`src/rtl/chroma_synth.sv`:
```
// chroma_synth: NES-style composite chroma/luma sample generator; optional emphasis via CHROMA_SYNTH_EMPHASIS_EN
module chroma_synth #(
  parameter int ACC_W     = 24,
  parameter int FCW       = 1201096,
  parameter int PHASE_W   = 8,
  parameter int PIX_DIV   = 8,
  parameter int BURST_CYC = 9
) (
  input  logic             clk,
  input  logic             reset,
  input  logic [5:0]       colour_num,
  input  logic             pix_valid,
  output logic             pix_ready,
  input  logic             line_start,
  input  logic             line_end,
  input  logic             sync,
  input  logic [2:0]       emph,
  input  logic             fcw_load,
  input  logic [ACC_W-1:0] fcw_in,
  output logic [7:0]       video,
  output logic [1:0]       state,
  output logic             underrun
);
  localparam int DIV_W = $clog2(PIX_DIV);
  localparam int CNT_W = $clog2(BURST_CYC + 1);
  localparam logic [31:0] LO = {8'd144, 8'd96, 8'd64, 8'd40};
  localparam logic [31:0] HI = {8'd236, 8'd188, 8'd140, 8'd96};
  localparam logic [7:0] BLANK = 8'd40;
  typedef enum logic [1:0] {IDLE = 2'd0, BURST = 2'd1, ACTIVE = 2'd2} state_t;
  state_t st, st_nxt;
  logic [ACC_W-1:0] acc, acc_nxt, fcw_reg;
  logic [CNT_W-1:0] cnt;
  logic [DIV_W-1:0] div;
  logic [5:0] pix;
  logic [3:0] sec;
  logic wrap;
  logic [7:0] lo_l, hi_l, pix_lvl, act_lvl, video_nxt;
  function automatic logic hue_high(input logic [3:0] h, input logic [3:0] s);
    logic [4:0] d;
    d = {1'b0, s} + 5'd13 - {1'b0, h};
    return (d >= 5'd12 ? d - 5'd12 : d) < 5'd6;
  endfunction
  assign acc_nxt = acc + fcw_reg;
  assign wrap = acc[ACC_W-1] & ~acc_nxt[ACC_W-1];
  assign sec = 4'(({4'b0, acc[ACC_W-1 -: PHASE_W]} * (PHASE_W+4)'(12)) >> PHASE_W);
  assign pix_ready = (st == ACTIVE) && (div == DIV_W'(PIX_DIV - 1));
  assign state = st;
  // Pixel level from luma/hue of the held pixel against the current subcarrier sector
  always_comb begin
    lo_l = LO[{pix[5:4], 3'b000} +: 8];
    hi_l = HI[{pix[5:4], 3'b000} +: 8];
    pix_lvl = pix[3:0] == 4'd0  ? hi_l :
              pix[3:0] <= 4'd12 ? (hue_high(pix[3:0], sec) ? hi_l : lo_l) :
              pix[3:0] == 4'd13 ? lo_l : BLANK;
  end
`ifdef CHROMA_SYNTH_EMPHASIS_EN
  logic emph_hit;
  assign emph_hit = (emph[0] & hue_high(4'd4, sec)) | (emph[1] & hue_high(4'd8, sec)) |
                    (emph[2] & hue_high(4'd12, sec));
  assign act_lvl = emph_hit ? pix_lvl - (pix_lvl >> 2) : pix_lvl;
`else
  logic emph_unused;
  assign emph_unused = ^emph;
  assign act_lvl = pix_lvl;
`endif
  // Next DAC sample: sync overrides, otherwise level chosen by current state
  always_comb begin
    video_nxt = sync          ? 8'd0 :
                st == BURST   ? (hue_high(4'd8, sec) ? 8'd56 : 8'd24) :
                st == ACTIVE  ? act_lvl : BLANK;
  end
  // Line sequencing: line_end dominates, line_start (re)starts burst, burst ends after BURST_CYC wraps
  always_comb begin
    st_nxt = st;
    if (line_end) st_nxt = IDLE;
    else if (line_start) st_nxt = BURST;
    else if (st == BURST && wrap && cnt == CNT_W'(BURST_CYC - 1)) st_nxt = ACTIVE;
    else if (st != IDLE && st != BURST && st != ACTIVE) st_nxt = IDLE;
  end
  // State, phase accumulator, counters, pixel register and output sample
  always_ff @(posedge clk) begin
    if (reset) begin
      acc <= '0;
      fcw_reg <= ACC_W'(FCW);
      st <= IDLE;
      cnt <= '0;
      div <= '0;
      pix <= 6'h0F;
      video <= BLANK;
      underrun <= 1'b0;
    end else begin
      acc <= acc_nxt;
      fcw_reg <= fcw_load ? fcw_in : fcw_reg;
      st <= st_nxt;
      cnt <= (line_end || line_start || st != BURST) ? '0 : cnt + CNT_W'(wrap);
      div <= (line_end || line_start || st != ACTIVE || pix_ready) ? '0 : div + 1'b1;
      pix <= st != ACTIVE ? 6'h0F : pix_ready ? (pix_valid ? colour_num : 6'h0F) : pix;
      video <= video_nxt;
      underrun <= underrun | (pix_ready & ~pix_valid);
    end
  end
endmodule
```
`config.mk`:
```
export PLATFORM = sky130hd
export DESIGN_NAME = chroma_synth
export DESIGN_NICKNAME = d
export VERILOG_FILES = /design/src/rtl/chroma_synth.sv
export SDC_FILE = /design/constraint.sdc
export NUM_CORES = 1
export LEC_CHECK = 0
export ABC_CLOCK_PERIOD_IN_PS = 11900
export BUFFER_PORTS_ARGS = -buffer_cell sky130_fd_sc_hd__buf_2
export CAP_MARGIN = 25
export CORE_MARGIN = 3
export CORE_UTILIZATION = 40
export CTS_CLUSTER_SIZE = 8
export DETAILED_ROUTE_END_ITERATION = 8
export PLACE_DENSITY = 0.65
export SYNTH_ARGS = -nofsm -noshare
export SYNTH_HDL_FRONTEND = slang
export SYNTH_SLANG_ARGS = --single-unit
```
`constraint.sdc`:
```
create_clock -name clk -period 11.9 [get_ports clk]
set_input_delay 0 -clock clk [delete_from_list [all_inputs] [get_ports clk]]
set_output_delay 0 -clock clk [all_outputs]
set_load 0.01 [all_outputs]
```
## Word-level counts from Yosys, hierarchy flattened

Cells that the tools add are included.

| storage, ports and cells | value |
|---|---|
| memories | 0 |
| bits in read-only memories | 0 |
| RAM bits | 0 |
| logic and storage cells | 71 |
| output and inout bits | 12 |
| bits of input ports | 40 |
| bits in latches | 0 |
| register bits after elaboration | 72 |

| operators by class | value |
|---|---|
| equality and inequality tests | 7 |
| reduce and logical (&&, ||, !) cells | 19 |
| bitwise operators | 5 |
| div/mod/pow operators | 0 |
| multiplexer cells | 14 |
| shift operators | 2 |
| multiply operators | 1 |
| add/subtract/negate cells | 8 |
| $lt $le $gt $ge | 5 |

Operators with widths:

| cell | count |
|---|---|
| 32-bit by 6-bit variable part select with 8-bit output, first input constant | 2 |
| 8-bit 2-to-1 mux | 6 |
| 24-bit adder | 1 |
| 6-bit 2-to-1 mux | 3 |
| 5-bit by 4-bit subtractor with 5-bit output, second input constant | 3 |
| 5-bit by 4-bit greater-or-equal comparator with 1-bit output, second input constant | 2 |
| 5-bit by 3-bit less-than comparator with 1-bit output, second input constant | 2 |
| 8-bit by 2-bit multiplier with 10-bit output, second input constant | 1 |
| 5-bit 2-to-1 mux | 2 |
| 2-bit OR reduction | 5 |
| 4-bit equality test, second input constant | 2 |
| 4-bit by 4-bit adder with 5-bit output, second input constant | 1 |
| 1-bit logical AND | 5 |
| 5-bit by 4-bit subtractor with 5-bit output | 1 |
| 4-bit by 1-bit adder with 4-bit output | 1 |
| 4-bit <= comparator, second input constant | 1 |
| 4-bit logical NOT | 1 |
| 1-bit logical OR | 4 |
| 2-bit 2-to-1 mux | 2 |
| 2-bit nonzero test | 2 |
| 3-bit by 1-bit adder with 3-bit output, second input constant | 1 |
| 3-bit equality test, second input constant | 1 |
| 3-bit nonzero test | 1 |
| 3-bit OR reduction | 1 |
| 8 further kinds | 10 |

## Logic depth before layout (Yosys ltp)

| logic depth | value |
|---|---|
| word-level depth | 12 |
| gate-level depth with buffers | 19 |
| gate-level depth less buffers | 18 |

## Worst setup path before layout

OpenSTA, ideal clock, no wires.

| path | value |
|---|---|
| kind | reg-to-reg |
| from | register acc[18] |
| to | register video[5] |
| path slack | 8.008 ns |
| buffers on the path | 0 |
| arrival | 3.760 ns |
| cell stages (with the launch flop) | 18 |
| period minus slack after synthesis | 3.892 ns |
| data required time | 11.768 ns |
| setup time | 0.132 ns |
| path through | dfxtp_1 -> ha_1 -> nor3_1 -> a211oi_1 -> a211oi_1 -> nor2_1 -> ha_1 -> xor3_1 -> ha_1 -> a21oi_1 -> o21ai_0 -> xnor2_1 -> nand2_1 -> a31oi_1 -> a2111oi_2 -> o22a_2 -> mux2i_1 -> a211oi_2 |

| on the way | value |
|---|---|
| longest elaborated chain between the ends | 12 |
| elaborated cells on any way between the ends | 19 |
| those cells by class | add/sub (5); mul (1); order compare (4); mux (9) |

Ends and longest elaborated chain:

| what | RTL line | text |
|---|---|---|
| from (decl) | 31 | `logic [ACC_W-1:0] acc, acc_nxt, fcw_reg;` |
| from (signal assigned) | 92 | `acc <= acc_nxt;` |
| 8-bit by 2-bit multiplier with 10-bit output (*) | 45 | `assign sec = 4'(({4'b0, acc[ACC_W-1 -: PHASE_W]} * (PHASE_W+4)'(12)) >> PHASE_W);` |
| 4-bit by 4-bit adder with 5-bit output (*) | 40 | `d = {1'b0, s} + 5'd13 - {1'b0, h};` |
| 5-bit by 4-bit subtractor with 5-bit output | 40 |  |
| 5-bit by 4-bit subtractor with 5-bit output / 5-bit by 4-bit greater-or-equal comparator with 1-bit output (equally long branches) | 41 | `return (d >= 5'd12 ? d - 5'd12 : d) < 5'd6;` |
| 5-bit 2-to-1 mux | 41 |  |
| 5-bit by 3-bit less-than comparator with 1-bit output | 41 |  |
| 8-bit 2-to-1 mux (2 in series) | 53 | `pix[3:0] <= 4'd12 ? (hue_high(pix[3:0], sec) ? hi_l : lo_l) :` |
| 8-bit 2-to-1 mux | 52 | `pix_lvl = pix[3:0] == 4'd0 ? hi_l :` |
| 8-bit 2-to-1 mux | 70 | `st == ACTIVE ? act_lvl : BLANK;` |
| 8-bit 2-to-1 mux (*) | 69 | `st == BURST ? (hue_high(4'd8, sec) ? 8'd56 : 8'd24) :` |
| 6-bit 2-to-1 mux (*) | 68 | `video_nxt = sync ? 8'd0 :` |
| to (signal assigned) | 98 | `video <= video_nxt;` |
| to (decl) | 20 | `output logic [7:0] video,` |

Every way passes the cells marked *; elsewhere a longest branch is shown, timed or not.
A chain may end at the register's enable or synchronous reset.

## Final worst setup path

Same ends and word-level chain as after synthesis.

==> results.md <==
- Status: finished clean
- Final Skew: between 0.015 and 0.02 ns
- Initial antenna violation count: 0
- Placed cell areas: approximately 4500 sq um
- Met2 WL: between 4000 and 5000 um
- Die area: 11,800 sq um
- Worst EP arrival: between 4 and 5 ns
- HP Class: input port to flop
- CTS Buf Count: 9
- Die height: between 100 and 150 um
- Vias per cell: roughly 5
- Commonest non-fill, non-tap cell in the layout: dfxtp_1
- Worst path required time: around 12 ns
- Clock root buffer: clkbuf_8
- Worst-Margin Slew: between 0.7 and 0.8 ns
- CTS H-Tree Depth: 3
- Max Slew Vio Count: 0
- Placed Instances: between 600 and 700
- CP startpoint kind: flop
- Layout cell share with drive strength beyond 1: 12.2%
- Fillcell total: between 900 and 1,000
- Clk Latency, worst-skew pair: between 0.3 and 0.4 ns
- First-pass GRT wire length: between 15,000 and 20,000 um
- ANT cells: 0
- CTS tree: done
- # IOs: 52
- Vias: 3,631
- Remaining DRCs: 0
- Synth Area per Inst: 8.60 sq um
- Pwr dens: roughly 210 nW/um^2
- Width of the die: 109 um
- Fmax: 0.221 GHz
- Initial Util: a little over two fifths
- Met1 WL: 4220 um
- EDFF count, synth: 0
- Crit path time final: 4.53 ns
- Max Cap Viol: 0
- Async SR Flop Fraction: 0%
- Reg clk slew, reported paths: 0.07 ns
- CTS sink cnt: 70
- CP Capture Type: flop
- PortBufs: 46
- Wire per inst: 12.8 um
- Netlist Area Pre-Place: around 4200 sq um
- Leak pwr: approximately 2.3 nW
- Final Setup Violations: 0
- DR WL met3: 258 um
- Drt pass-1 iters: 4
- Max VDD drop: a little under 0.09 mV
- Final period util: 38.1%
- Area delta synth->final: 22.2%
- CTS Buffer Depth: 2
- Row count: 36
- Post-layout utilization of the core: 51.5%
- Core box area: 10000 sq um
- Yosys warnings: 0
- DP HPWL: 6370 um
- Total Routed Length: between 9000 and 10,000 um
- Setup TNS: 0 ns
- RSZ-0062 raised after global routing: no
- Gp weighted congestion: around 0.84
- CP max FO: 5
- Layout Cells excl Fill: a little over 700
- Number of global-route vias before repair: 3,548
- Top sig layer: met4
- Fin nets: ~660
- Total Routing Usage GR: 16.3%
- Hold Violations, Final: 0
- Register area share after synthesis: around a third
- Synthesized instance count: slightly below 500
- Post-cts repair resize count: 0
- Critical path class: flop to flop
- DRT antenna net count: 0
- DRT iter0 DRCs: 137
- Total Power: between 0.001 and 0.0015 W
- Largest net degree at the start of global routing: 66
- Yosys cell types: roughly 60
- Number of synthesized register bits: 70
- Commonest cells after routing, fill and taps aside: 70 x dfxtp_1, 62 x nor2_1, 46 x buf_2
- Final cell area excluding filler cells: slightly above 5000 sq um
- Relative slew slack: a little under half
- Main synth FF type: dfxtp_1
- GRT overflow: 0
[metal layers]
layer  up-vias  track usage [%]
met2        53             27.8
met4         0             7.03
met3        15             2.72
met1      1667             20.1
met5         -                0
li1       1896                -
[through the flow]
stage | setup WS (ns) | hold slack [ns]
after detailed placement | 7.43 | 0.209
final | 7.37 | 0.285
after floorplan | 8.01 | 0.0764
after global placement | 7.63 | 0.205
after CTS | 7.41 | 0.262
after global routing | 7.04 | 0.287
[worst max-delay path: stages (launching register included)]
cell	delay (ns)
dfxtp_1	0.34
ha_1	0.33
nor3_1	0.18
a211oi_1	0.10
a211oi_1	0.52
nor2_1	0.16
ha_1	0.29
xor3_1	0.42
ha_1	0.35
a21oi_1	0.18
o21ai_0	0.14
xnor2_1	0.17
nand2_1	0.09
a31oi_1	0.12
a2111oi_2	0.42
o22a_2	0.27
mux2i_1	0.24
a211oi_2	0.09
[synthesized netlist by cell type, types with 9 or more instances]
cell type	n	area share, %
nand2b_1	10	1.5
xnor2_1	19	3.9
a21oi_1	26	3.1
ha_1	45	13
nor2b_1	21	3.1
nand2_1	35	3.1
a211o_1	10	2.1
nor3_1	13	1.5
inv_1	23	2.0
nand3_1	9	1.1
clkbuf_1	10	0.89
o21ai_0	16	1.9
nor2_1	62	5.5
mux2i_1	16	3.8
dfxtp_1	70	33
a21o_1	13	2.3
[path summary, 6_finish.rpt]
kind                       from             endpoint  slack [ns]  cells past startpoint
max          acc[18]$_SDFF_PP0_  video[5]$_SDFF_PP1_        7.37                     17
min reg2reg   div[0]$_SDFF_PP0_    div[0]$_SDFF_PP0_        0.43                      1
min                       reset  underrun$_SDFF_PP0_        0.29                      3
max reg2reg  acc[18]$_SDFF_PP0_  video[5]$_SDFF_PP1_        7.37                     17
[layout make-up]
type | instances | area (sq um) | area share (%)
inverters | 23 | 86.3 | 1.68
well taps | 133 | 166 | 3.23
clock inverters | 5 | 81.3 | 1.58
repair buffers | 84 | 608 | 11.8
clock buffers | 11 | 151 | 2.94
multi-input cells | 382 | 2650 | 51.5
flip-flops and latches | 70 | 1400 | 27.2
[timing repair]
action / in CTS / in global routing
buffers inserted: 0 / 0
hold buffers: 37 / 0
hold endpoints to repair: 39 / 0
[power breakdown]
group	total [W]	internal, W	switching [W]
Sequential	0.000294	0.000270	0.0000244
Clock	0.000219	0.000129	0.0000896
Combinational	0.000543	0.000235	0.000308
[cell families after synthesis]
kind of cell               after synthesis  synth area share (%)
DFF                                     70                  33.3
xor gates and xnor gates                25                  5.55
buffers and inverters                   39                  3.86
AOI/OAI and AO/OA                      109                  17.7
and+or+nand+nor                        183                  21.4
other                                    1                0.0890
muxes                                   16                  3.80
adders and majority gates               47                  14.3
No activity file was read; power rests on OpenSTA's default activity.
